### src/rtl/multicycle_ctrl.sv
// Multi-cycle control sequencer for the MIPS-subset core: steps each instruction
// through FETCH/DECODE/EXEC/MEM/WB over one shared req/ack memory port and counts retirements.
module multicycle_ctrl (
  input  logic        clk,
  input  logic        reset_n,
  input  logic [5:0]  op,
  input  logic [5:0]  func,
  input  logic        Zero,
  input  logic        MemAck,
  output logic        MemReq,
  output logic        MemWe,
  output logic        IorD,
  output logic        IRWrite,
  output logic        PCWrite,
  output logic [1:0]  PCSrc,
  output logic        RegWrite,
  output logic [1:0]  RegDst,
  output logic [1:0]  WBSrc,
  output logic        ALUsrc,
  output logic [2:0]  ALUop,
  output logic        ExtRes,
  output logic        Retire,
  output logic [31:0] InstrCnt
);

  typedef enum logic [2:0] {IDLE, FETCH, DECODE, EXEC, MEM, WB} state_t;
  typedef enum logic [3:0] {
    I_NOP, I_ADD, I_SUB, I_JR, I_ORI, I_LW, I_SW, I_BEQ, I_LUI, I_JAL
  } instr_t;

  localparam logic [5:0] OP_RTYPE = 6'b000000;
  localparam logic [5:0] OP_JAL   = 6'b000011;
  localparam logic [5:0] OP_BEQ   = 6'b000100;
  localparam logic [5:0] OP_ORI   = 6'b001101;
  localparam logic [5:0] OP_LUI   = 6'b001111;
  localparam logic [5:0] OP_LW    = 6'b100011;
  localparam logic [5:0] OP_SW    = 6'b101011;
  localparam logic [5:0] FN_JR    = 6'b001000;
  localparam logic [5:0] FN_ADD   = 6'b100000;
  localparam logic [5:0] FN_SUB   = 6'b100010;

  localparam logic [1:0] PC_INC = 2'b00, PC_BR = 2'b01, PC_JAL = 2'b10, PC_REG = 2'b11;
  localparam logic [1:0] DST_RT = 2'b00, DST_RD = 2'b01, DST_RA = 2'b10;
  localparam logic [1:0] WB_ALU = 2'b00, WB_MDR = 2'b01, WB_LUI = 2'b10, WB_PC = 2'b11;

  state_t state, stateNext;
  instr_t instr;

  // Anything not recognised (including the R-type nop) collapses to I_NOP.
  always_comb begin
    instr = I_NOP;
    case (op)
      OP_RTYPE: begin
        case (func)
          FN_ADD:  instr = I_ADD;
          FN_SUB:  instr = I_SUB;
          FN_JR:   instr = I_JR;
          default: instr = I_NOP;
        endcase
      end
      OP_JAL:  instr = I_JAL;
      OP_BEQ:  instr = I_BEQ;
      OP_ORI:  instr = I_ORI;
      OP_LUI:  instr = I_LUI;
      OP_LW:   instr = I_LW;
      OP_SW:   instr = I_SW;
      default: instr = I_NOP;
    endcase
  end

  // NOTE: every signal gets a default before the case so no path leaves one unassigned (no latches).
  always_comb begin
    stateNext = state;
    MemReq    = 1'b0;
    MemWe     = 1'b0;
    IorD      = 1'b0;
    IRWrite   = 1'b0;
    PCWrite   = 1'b0;
    PCSrc     = PC_INC;
    RegWrite  = 1'b0;
    RegDst    = DST_RT;
    WBSrc     = WB_ALU;
    Retire    = 1'b0;
    ALUsrc    = 1'b0;
    ALUop     = 3'b000;
    ExtRes    = 1'b0;

    case (state)
      IDLE: stateNext = FETCH;
      FETCH: begin
        MemReq = 1'b1;
        if (MemAck) begin
          IRWrite   = 1'b1;
          PCWrite   = 1'b1;
          PCSrc     = PC_INC;
          stateNext = DECODE;
        end
      end
      DECODE: begin
        case (instr)
          I_JAL: begin
            PCWrite  = 1'b1;
            PCSrc    = PC_JAL;
            RegWrite = 1'b1;
            RegDst   = DST_RA;
            WBSrc    = WB_PC;
            Retire   = 1'b1;
            stateNext = FETCH;
          end
          I_JR: begin
            PCWrite   = 1'b1;
            PCSrc     = PC_REG;
            Retire    = 1'b1;
            stateNext = FETCH;
          end
          I_LUI: begin
            RegWrite  = 1'b1;
            RegDst    = DST_RT;
            WBSrc     = WB_LUI;
            Retire    = 1'b1;
            stateNext = FETCH;
          end
          I_ADD, I_SUB, I_ORI, I_LW, I_SW, I_BEQ: stateNext = EXEC;
          default: begin
            Retire    = 1'b1;
            stateNext = FETCH;
          end
        endcase
      end
      EXEC: begin
        case (instr)
          I_BEQ: begin
            PCWrite   = Zero;
            PCSrc     = PC_BR;
            Retire    = 1'b1;
            stateNext = FETCH;
          end
          I_ADD, I_SUB, I_ORI: stateNext = WB;
          I_LW, I_SW:          stateNext = MEM;
          default: begin
            Retire    = 1'b1;
            stateNext = FETCH;
          end
        endcase
      end
      MEM: begin
        MemReq = 1'b1;
        IorD   = 1'b1;
        MemWe  = (instr == I_SW);
        if (MemAck) begin
          if (instr == I_SW) begin
            Retire    = 1'b1;
            stateNext = FETCH;
          end else begin
            stateNext = WB;
          end
        end
      end
      WB: begin
        RegWrite  = 1'b1;
        Retire    = 1'b1;
        stateNext = FETCH;
        case (instr)
          I_ADD, I_SUB: RegDst = DST_RD;
          I_LW:         WBSrc  = WB_MDR;
          default:      RegDst = DST_RT;
        endcase
      end
      default: stateNext = IDLE;
    endcase

    case (instr)
      I_SUB, I_BEQ: ALUop = 3'b001;
      I_ORI:        ALUop = 3'b011;
      default:      ALUop = 3'b000;
    endcase
    ALUsrc = (instr == I_ORI) || (instr == I_LW) || (instr == I_SW);
    ExtRes = (instr == I_ORI);

    // Outputs are combinational, so an in-flight request must be squashed the moment reset asserts.
    if (!reset_n) begin
      MemReq   = 1'b0;
      MemWe    = 1'b0;
      IorD     = 1'b0;
      IRWrite  = 1'b0;
      PCWrite  = 1'b0;
      PCSrc    = 2'b00;
      RegWrite = 1'b0;
      RegDst   = 2'b00;
      WBSrc    = 2'b00;
      Retire   = 1'b0;
      ALUsrc   = 1'b0;
      ALUop    = 3'b000;
      ExtRes   = 1'b0;
    end
  end

  // NOTE: sequential state uses non-blocking assignments so every register samples pre-edge values.
  always_ff @(posedge clk or negedge reset_n) begin
    if (!reset_n) begin
      state    <= IDLE;
      InstrCnt <= '0;
    end else begin
      state <= stateNext;
      if (Retire) InstrCnt <= InstrCnt + 32'd1;
    end
  end

endmodule

### config.mk
export PLATFORM = sky130hd
export DESIGN_NAME = multicycle_ctrl
export DESIGN_NICKNAME = d
export VERILOG_FILES = /design/src/rtl/multicycle_ctrl.sv
export SDC_FILE = /design/constraint.sdc
export NUM_CORES = 1
export LEC_CHECK = 0
export ABC_AREA = 1
export ABC_CLOCK_PERIOD_IN_PS = 1800
export CORE_ASPECT_RATIO = 0.6
export CORE_MARGIN = 4
export CORE_UTILIZATION = 46
export CTS_CLUSTER_DIAMETER = 60
export CTS_CLUSTER_SIZE = 10
export DETAILED_ROUTE_END_ITERATION = 16
export HOLD_SLACK_MARGIN = 0.06
export PLACE_DENSITY = 0.78
export SYNTH_ARGS = -nofsm -noshare
export SYNTH_HDL_FRONTEND = slang
export SYNTH_SLANG_ARGS = --single-unit
### constraint.sdc
create_clock -name clk -period 1.8 [get_ports clk]
set_clock_uncertainty 0.05 [all_clocks]
set_input_delay 0.18 -clock clk [delete_from_list [all_inputs] [get_ports clk]]
set_output_delay 0.18 -clock clk [all_outputs]
set_load 0.02 [all_outputs]
==> impl.org, run 1 <==
** Status
- The run finished, with violations left.
- The final reports fail on negative setup slack.

** CTS
- The H-tree was split into 2 levels.
- Sinks on the clock net :: 35
- Clock tree from TritonCTS :: done
- The tree is rooted in a sky130_fd_sc_hd__clkbuf_8.
- The number of clock buffers added by TritonCTS is 5.
- Clock tree buffer depth :: 2
- Clock input transition at the sequential cells of the worst setup and hold paths :: ~0.070 ns
- At the later pin of the worst-skew pair, clock insertion delay measures just under 0.3 ns.

** Final layout
- From synthesis to final layout, the design area changed by 53.1%.
- Total number of nets in the final design :: about 560
- Once layout is complete, the utilization of the core stands at between 70 and 80%.
- Post-route standard cell area excluding fillers :: roughly 0.0042 mm2
- Fill cells in the final layout number approximately 440.
- The number of antenna diodes in the final layout is 0.
- Leaving out fill and tap cells, the most frequent cell in the layout is sky130_fd_sc_hd__nand2_1.
- Share of final-layout standard cells stronger than drive strength 1 :: between 30% and 40%
- Commonest cells after routing, fill and taps aside :: sky130_fd_sc_hd__nand2_1, sky130_fd_sc_hd__buf_4, sky130_fd_sc_hd__nand3_1

** Placement
- Detailed-placement wirelength estimate :: about 6700 um
- The count of buffers added on input and output ports is 64.
- Routability Congestion :: ~0.95
- In this run the cell area measured after placement is approximately 0.0038 mm2.

** Detailed routing
- Summed over all layers, the routed wires come to ~9500 um.
- In this run, the number of DRC markers left after iteration 0 of detailed routing was roughly 310.
- Summing over every cut layer, the via total after detailed routing is 3,278.
- After detailed routing, the average wire length per cell comes to 15.3 um.
- Drt drc :: 0
- Number of vias per cell :: 5.29
- Routed Antenna Nets :: 0
- First-pass DRT Iterations :: 6

** Global route
- The global routing stage identified its most utilized layer as met1.
- Met3 demand-to-capacity share in global routing :: 5.00%
- For this run, the total global-route usage over all layers was measured as between 20% and 30%.
- Leftover overflow at the end of global routing :: 0
- Antenna violations before repair :: 0
- Entering global routing, the biggest net connects 36 pins.
- The first global-routing pass estimated 14,100 um of wire.
- For this run, global-route usage on met1 was measured as about two fifths.
- Global routing used between 30% and 40% of the available met2 tracks.
- Vias in the first global route :: 2,842

** Timing
- Time the worst path needs with I/O delays and setup :: between 1.5 and 2 ns
- The total count of hold-check failures in the final report came to 0.
- Timing would allow up to about 520 MHz.
- Final Max Slew Viols :: 0
- For the pin with the worst max-slew slack, the measured transition is 0.572 ns.
- Setup violations remaining at the end of the flow were counted as 11.
- Setup total negative slack on the finished layout was measured at -0.827 ns.
- The worst pin sits at a relative slew slack of approximately three fifths.
- Final cycle utilization of the critical path :: 107%
- Setup ws final :: -0.134 ns
- Setup repair after global routing could not meet its margin everywhere.

** Synth
- Summing the areas of all compound-gate instances in the mapped netlist gives under 10% of the synthesized area.
- After synthesis, the mean cell area works out to about 6.6 um2.
- Synthesized netlist net count :: roughly 440
- Main combinational cell family by area after synthesis :: simple AND/OR/NAND/NOR gates
- Register area share after synthesis :: 31.9%
- Number of standard cells after synthesis :: around 420
- Post-Synthesis Cell Area :: 0.00275 mm2
- Number of synthesized flops with an enable pin :: 0
- The synthesized netlist devotes about 1.4% of its cell area to adder and majority cells.
- The number of different library cells used by synthesis comes to 31.
- Multiplexer area fraction after synthesis :: 0%
- YS warnings :: 0
- Of the total synthesized cell area, the portion taken by XOR and XNOR cells is a little under a tenth.
- Flop and latch count out of synthesis :: 35
- Of the total synthesized cell area, the portion taken by AND, OR, NAND and NOR gates is approximately 45%.
- Counting flops with an async set or reset pin after synthesis yields a share of 100%.
- In the synthesized netlist the dominant register cell turns out to be sky130_fd_sc_hd__dfrtp_1.

** Floorplan
- Starting density of the core :: 48.4%
- Floorplan die width :: 108 um
- Total number of placement rows :: 21
- For this design the top-level I/O count stands at between 60 and 70.
- Die outline area :: roughly 0.0073 mm2
- In this run the vertical extent of the chip is between 60 and 70 um.
- The core region is approximately 0.0057 mm2.

** Worst setup path
- The startpoint identified for the worst register-to-register timing path is state[2].
- The worst register-to-register path has a setup slack of -0.02 ns.
- Arrival time reported for the critical path endpoint :: between 1.5 and 2 ns
- Of all nets on the critical path, the largest fanout is 3.
- In this run the critical register-to-register path is captured at InstrCnt[25].
- Data required time of the critical path :: 1.57 ns
- Category of the critical setup timing path :: register to output pin
- Kind of start point of the critical path :: register
- The number of cells on the worst reg-to-reg path is 10.
- Setup crit end kind :: output pin

** Flow run
- Number of violations of the max-capacitance limit :: 0

** Pwr
- Power density normalized to cell area :: roughly 710 mW/mm2
- Maximum VDD drop :: between 500 and 600 uV
- LEAKAGE :: 2.15 nW

** Worst hold path
- Worst min-delay path class :: primary input to asynchronous set/reset pin
==> power by group <==
part | leakage [nW] | switching [W] | internal [W]
Sequential | 0.473 | 0.0000901 | 0.000843
Clock | 0.0422 | 0.000284 | 0.000271
Combinational | 1.63 | 0.000838 | 0.000658
==> state kept, by name, indices dropped and copies added (netlist names) <==
name / count
state: 3
InstrCnt: 32
==> cells by family (layout without fill, tap and decap cells) <==
family                   after synthesis  in the layout
adder cells (fa/ha/maj)                3              3
other                                  1              1
AND/OR/NAND/NOR                      281            281
buffers and inverters                 56            178
XOR/XNOR                              30             30
AO/OA/AOI/OAI                         12             12
flip-flops                            35             35
==> area by class of cell <==
cell class	instances	area, um2	share of cell area [%]
inverter	43	164	3.90
sequential	35	883	21.0
tap	80	100	2.38
multi-input combinational	327	1870	44.5
clock inverter	1	5.00	0.119
timing repair buffer	127	1100	26.3
clock buffer	7	76.3	1.82
==> cells in the mapped netlist (5+ instances only) <==
cell type	n	area, um2
sky130_fd_sc_hd__a21oi_1	5	25.0
sky130_fd_sc_hd__buf_2	5	25.0
sky130_fd_sc_hd__inv_1	40	150
sky130_fd_sc_hd__nand4_1	10	62.6
sky130_fd_sc_hd__nand2_1	132	495
sky130_fd_sc_hd__dfrtp_1	35	876
sky130_fd_sc_hd__xnor2_1	7	61.3
sky130_fd_sc_hd__nor2_1	57	214
sky130_fd_sc_hd__nand3_1	46	230
sky130_fd_sc_hd__xor2_1	23	201
sky130_fd_sc_hd__nor3_1	15	75.1
sky130_fd_sc_hd__nor4_1	6	37.5
==> worst max-delay path by stage <==
stage	from	end	slack (ns)
after floorplan	InstrCnt[1]	InstrCnt[30]	0.03
after global placement	op[5]	PCWrite	-0.80
after detailed placement	op[4]	PCWrite	-0.85
after CTS	state[2]	Retire	-0.11
after global routing	state[0]	PCWrite	-0.25
final	state[0]	PCWrite	-0.13
==> critical path, cell delays in order, from the launching register on <==
cell and delay [ns]:
sky130_fd_sc_hd__dfrtp_1 0.41, sky130_fd_sc_hd__inv_2 0.07, sky130_fd_sc_hd__buf_4 0.15, sky130_fd_sc_hd__nor4_2 0.26, sky130_fd_sc_hd__buf_4 0.16, sky130_fd_sc_hd__nand2_1 0.05
sky130_fd_sc_hd__nand3_1 0.06, sky130_fd_sc_hd__o211ai_1 0.08, sky130_fd_sc_hd__inv_1 0.07, sky130_fd_sc_hd__buf_6 0.11
==> timing repair <==
action	in CTS	in global routing
gates cloned	0	2
setup endpoints to repair	50	46
gates resized for setup	110	76
pin swaps	23	26
endpoints found under the hold margin	35	0
hold buffers	1	0
buffers inserted	1	8
==> stage by stage <==
stage	hold WS [ns]	cells	power (W)	worst slack, ns
3_5_place_dp	0.257	601	0.00198	-0.854
6_report	0.462	620	0.00298	-0.134
4_1_cts	0.487	611	0.00254	-0.109
5_1_grt	0.509	620	0.00310	-0.246
2_1_floorplan	-0.166	418	0.00153	0.0270
3_3_place_gp	0.256	601	0.00197	-0.800
==> layer usage <==
layer | vias to the layer above | share of wire (%)
li1 | 1578 | -
met1 | 1549 | 46
met2 | 140 | 43
met3 | 11 | 9.7
met4 | 0 | 1.1
met5 | - | 0
(Power assumes the default switching activity.)
==> run 2, diff against run 1 <==
Settings changed: CORE_UTILIZATION 46 to 45, PLACE_DENSITY 0.78 to 0.76.
==> impl.org, run 2 (synthesis results as in run 1) <==
** Placement
- The detailed placer's ending HPWL is 7060 um (+5.3%).
- The cell area after placement is 0.00380 mm2 (+0.20%).
- Placement Setup Slack :: -0.853 ns (+0.00160 ns)
- Count of input and output buffers :: 64 (unchanged)
- Routability Congestion :: 0.976 (+2.4%)

** Final layout
- In the layout the commonest cells are sky130_fd_sc_hd__nand2_1, sky130_fd_sc_hd__buf_4, sky130_fd_sc_hd__nand3_1.
- The final antenna diode count came to 0 (unchanged).
- The flip-flop count of the largest register after layout came to 32 (unchanged).
- The largest registers in the layout are InstrCnt x32, state x3.
- Leaving out fill and tap cells, the most frequent cell in the layout is sky130_fd_sc_hd__nand2_1.
- Post-route standard cell area excluding fillers :: 0.00437 mm2 (+3.9%)
- Compared with the post-synthesis result, the final layout area differs by 59.1%.
- Register with the most flip-flops :: InstrCnt
- The share of cells above drive strength 1 was 35.0% (+3.9 points).
- Core utilization of the finished layout :: 76.3% (+2.2 points)
- The net count reported at finish came to 564 (+1.1%).

** Floorplan
- I/O pins :: 66 (unchanged)
- The die height was 68.5 um (+0.97%).
- The horizontal extent of the die was 109 um (+1.0%).
- The placeable core region came to 0.00573 mm2 (+0.93%).
- Total number of placement rows :: 21 (unchanged)
- Starting density of the core :: 47.9% (-0.44 points)
- The area of the die was 0.00745 mm2 (+2.0%).

** Pwr
- Maximum VDD drop :: 494 uV (-2.1%)
- The leakage component of the power is 2.20 nW (+2.4%).
- The post-route total power is 0.00295 W (-1.2%).
- The power density normalized to cell area was 675 mW/mm2 (-4.9%).

** Worst hold path
- The startpoint identified for the worst hold timing path is InstrCnt[31].
- The tightest min-delay check is of the register to register type.

** Global route
- The total routing usage reported by global routing is 26.4% (+1.7 points).
- Largest net degree at the start of global routing :: 36 (unchanged)
- The global routing met2 resource utilization is 36.8% (+1.5 points).
- The wire length of the first global-routing pass was 15,100 um (+7.4%).
- The met1 usage in global routing came to 41.2% (+2.3 points).
- The number of antenna violations at the first check in global routing is 0 (unchanged).
- The met3 usage in global routing is 6.05% (+1.1 points).
- Layer with the highest usage :: met1
- The total global routing overflow was 0 (unchanged).
- The via count of the first global-routing pass came to 2,992 (+5.3%).

** Timing
- Slew at the pin closest to its max-slew limit :: 0.699 ns (+0.127 ns)
- Final worst hold slack :: 0.493 ns (+0.0316 ns)
- The count of final setup violators is 8 (-3).
- Setup ws final :: -0.122 ns (+0.0118 ns)
- Unrepaired setup endpoints after global routing :: yes
- Final Max Slew Viols :: 0 (unchanged)
- The share of the cycle needed by the critical path after routing is 107% (-0.65 points).
- The highest clock frequency the design can meet was 520 MHz (+0.61%).
- The total count of hold-check failures in the final report was 0 (unchanged).
- The worst max-slew margin expressed relative to the limit is 53.4% (-8.4 points).
- The minimum period implied by the final worst setup slack was 1.92 ns (-0.0118 ns).

** Worst setup path
- The peak fanout along the critical path was 4 (+1).
- Cell count of the worst reg-to-reg path :: 8 (-2)
- In this run the critical register-to-register path is launched from InstrCnt[1].
- The worst register-to-register path ends at InstrCnt[18].
- The setup slack of the most critical reg-to-reg path is 0 ns (+0.02 ns).
- The stage delay of the slowest cell on the critical path came to 0.25 ns (-0.16 ns).
- Most used cell along the critical path :: sky130_fd_sc_hd__nand2_2
- Crit path cell chain :: clkdlybuf4s15_2 > inv_2 > nor2_2 > nand3_2 > nand2_1 > nor2_2 > nand2_2 > inv_2 > nand2_2 > nand2_2 > nand2_2 > nand3_2 > nand3_4 > nand2_4 > inv_2 > buf_6
- Category of the critical setup timing path :: primary input to output pin
- Setup crit end kind :: output pin
- The slowest stage of the critical path is the sky130_fd_sc_hd__clkdlybuf4s15_2 cell.
- The worst setup path is launched from a primary input.
- In this run the worst setup path begins at op[2].
- The worst endpoint required time came to 1.57 ns (about the same).
- Arrival time reported for the critical path endpoint :: 1.69 ns (about the same)
- Worst setup path end :: Retire

** CTS
- The clock-pin slew of the registers on the worst-case setup and hold paths came to 0.07 ns (about the same).
- Number of buffers created by CTS :: 5 (unchanged)
- Clock tree from TritonCTS :: done
- Cell at the root of the clock tree :: sky130_fd_sc_hd__clkbuf_8
- Clock tree buffer depth :: 2 (unchanged)
- The insertion delay of the later-clocked pin in the worst-skew pair was 0.29 ns (about the same).
- Clock H-tree levels :: 2 (unchanged)
- The count of clock tree sinks is 35 (unchanged).

** Detailed routing
- Number of vias per cell :: 5.41 (+2.4%)
- The detailed-route wire length was 10,100 um (+7.1%).
- The count of nets left with antenna violations after detail routing came to 0 (unchanged).
- Drt drc :: 0 (unchanged)
- The routed wire length per instance was 16.2 um (+6.1%).
- First-pass DRT Iterations :: 5 (-1)
- The violation count after the first detailed-route iteration was 362 (+16%).
- The count of vias placed by the detailed router was 3,388 (+3.4%).

** Flow run
- Number of violations of the max-capacitance limit :: 0 (unchanged)

** Status
- The checks that failed: negative setup slack.
- The flow ran to the end, but the final reports show violations.
==> run 2: power breakdown <==
| part | internal, W | switching, W |
|---|---|---|
| Sequential | 0.000843 | 0.0000955 |
| Clock | 0.000272 | 0.000303 |
| Combinational | 0.000590 | 0.000844 |
==> run 2: per-layer routing <==
layer / part of all wire, % / vias to the layer above
li1: - / 1596
met5: 0 / -
met2: 42 / 169
met3: 9.4 / 23
met1: 47 / 1600
met4: 1.4 / 0
==> run 2: repair_timing <==
item,4_1_cts,5_1_grt
pin swaps,28,34
endpoints found under the setup margin,49,46
resized for setup,132,87
buffers inserted,3,11
endpoints found under the hold margin,35,0
hold buffers,2,0
==> run 2: cell type report <==
class	instances	area [um2]
Clock buffer	7	76.3
Clock inverter	1	5.00
Tap cell	80	100
Inverter	43	169
Sequential cell	35	887
Multi-Input combinational cell	327	1960
Fill cell	458	1360
Timing Repair Buffer	133	1170
==> run 2: critical path: cells and delay by family <==
family,cells,cell delay (ns)
and+or+nand+nor,11,0.97
buffers and inverters,5,0.55
==> run 2: worst min-delay path by stage <==
stage	end	slack, ns	cells past startpoint
2_1_floorplan	InstrCnt[0]	-0.17	0
3_3_place_gp	InstrCnt[4]	0.26	2
3_5_place_dp	InstrCnt[5]	0.25	2
4_1_cts	InstrCnt[31]	0.49	2
5_1_grt	InstrCnt[22]	0.53	2
6_report	InstrCnt[31]	0.49	2
==> run 2: through the flow <==
step,std cells,TNS (ns)
after CTS,615,-0.424
final,626,-0.427
after floorplan,418,0
after global placement,602,-26.60
after detailed placement,602,-27.17
after global routing,626,-1.86
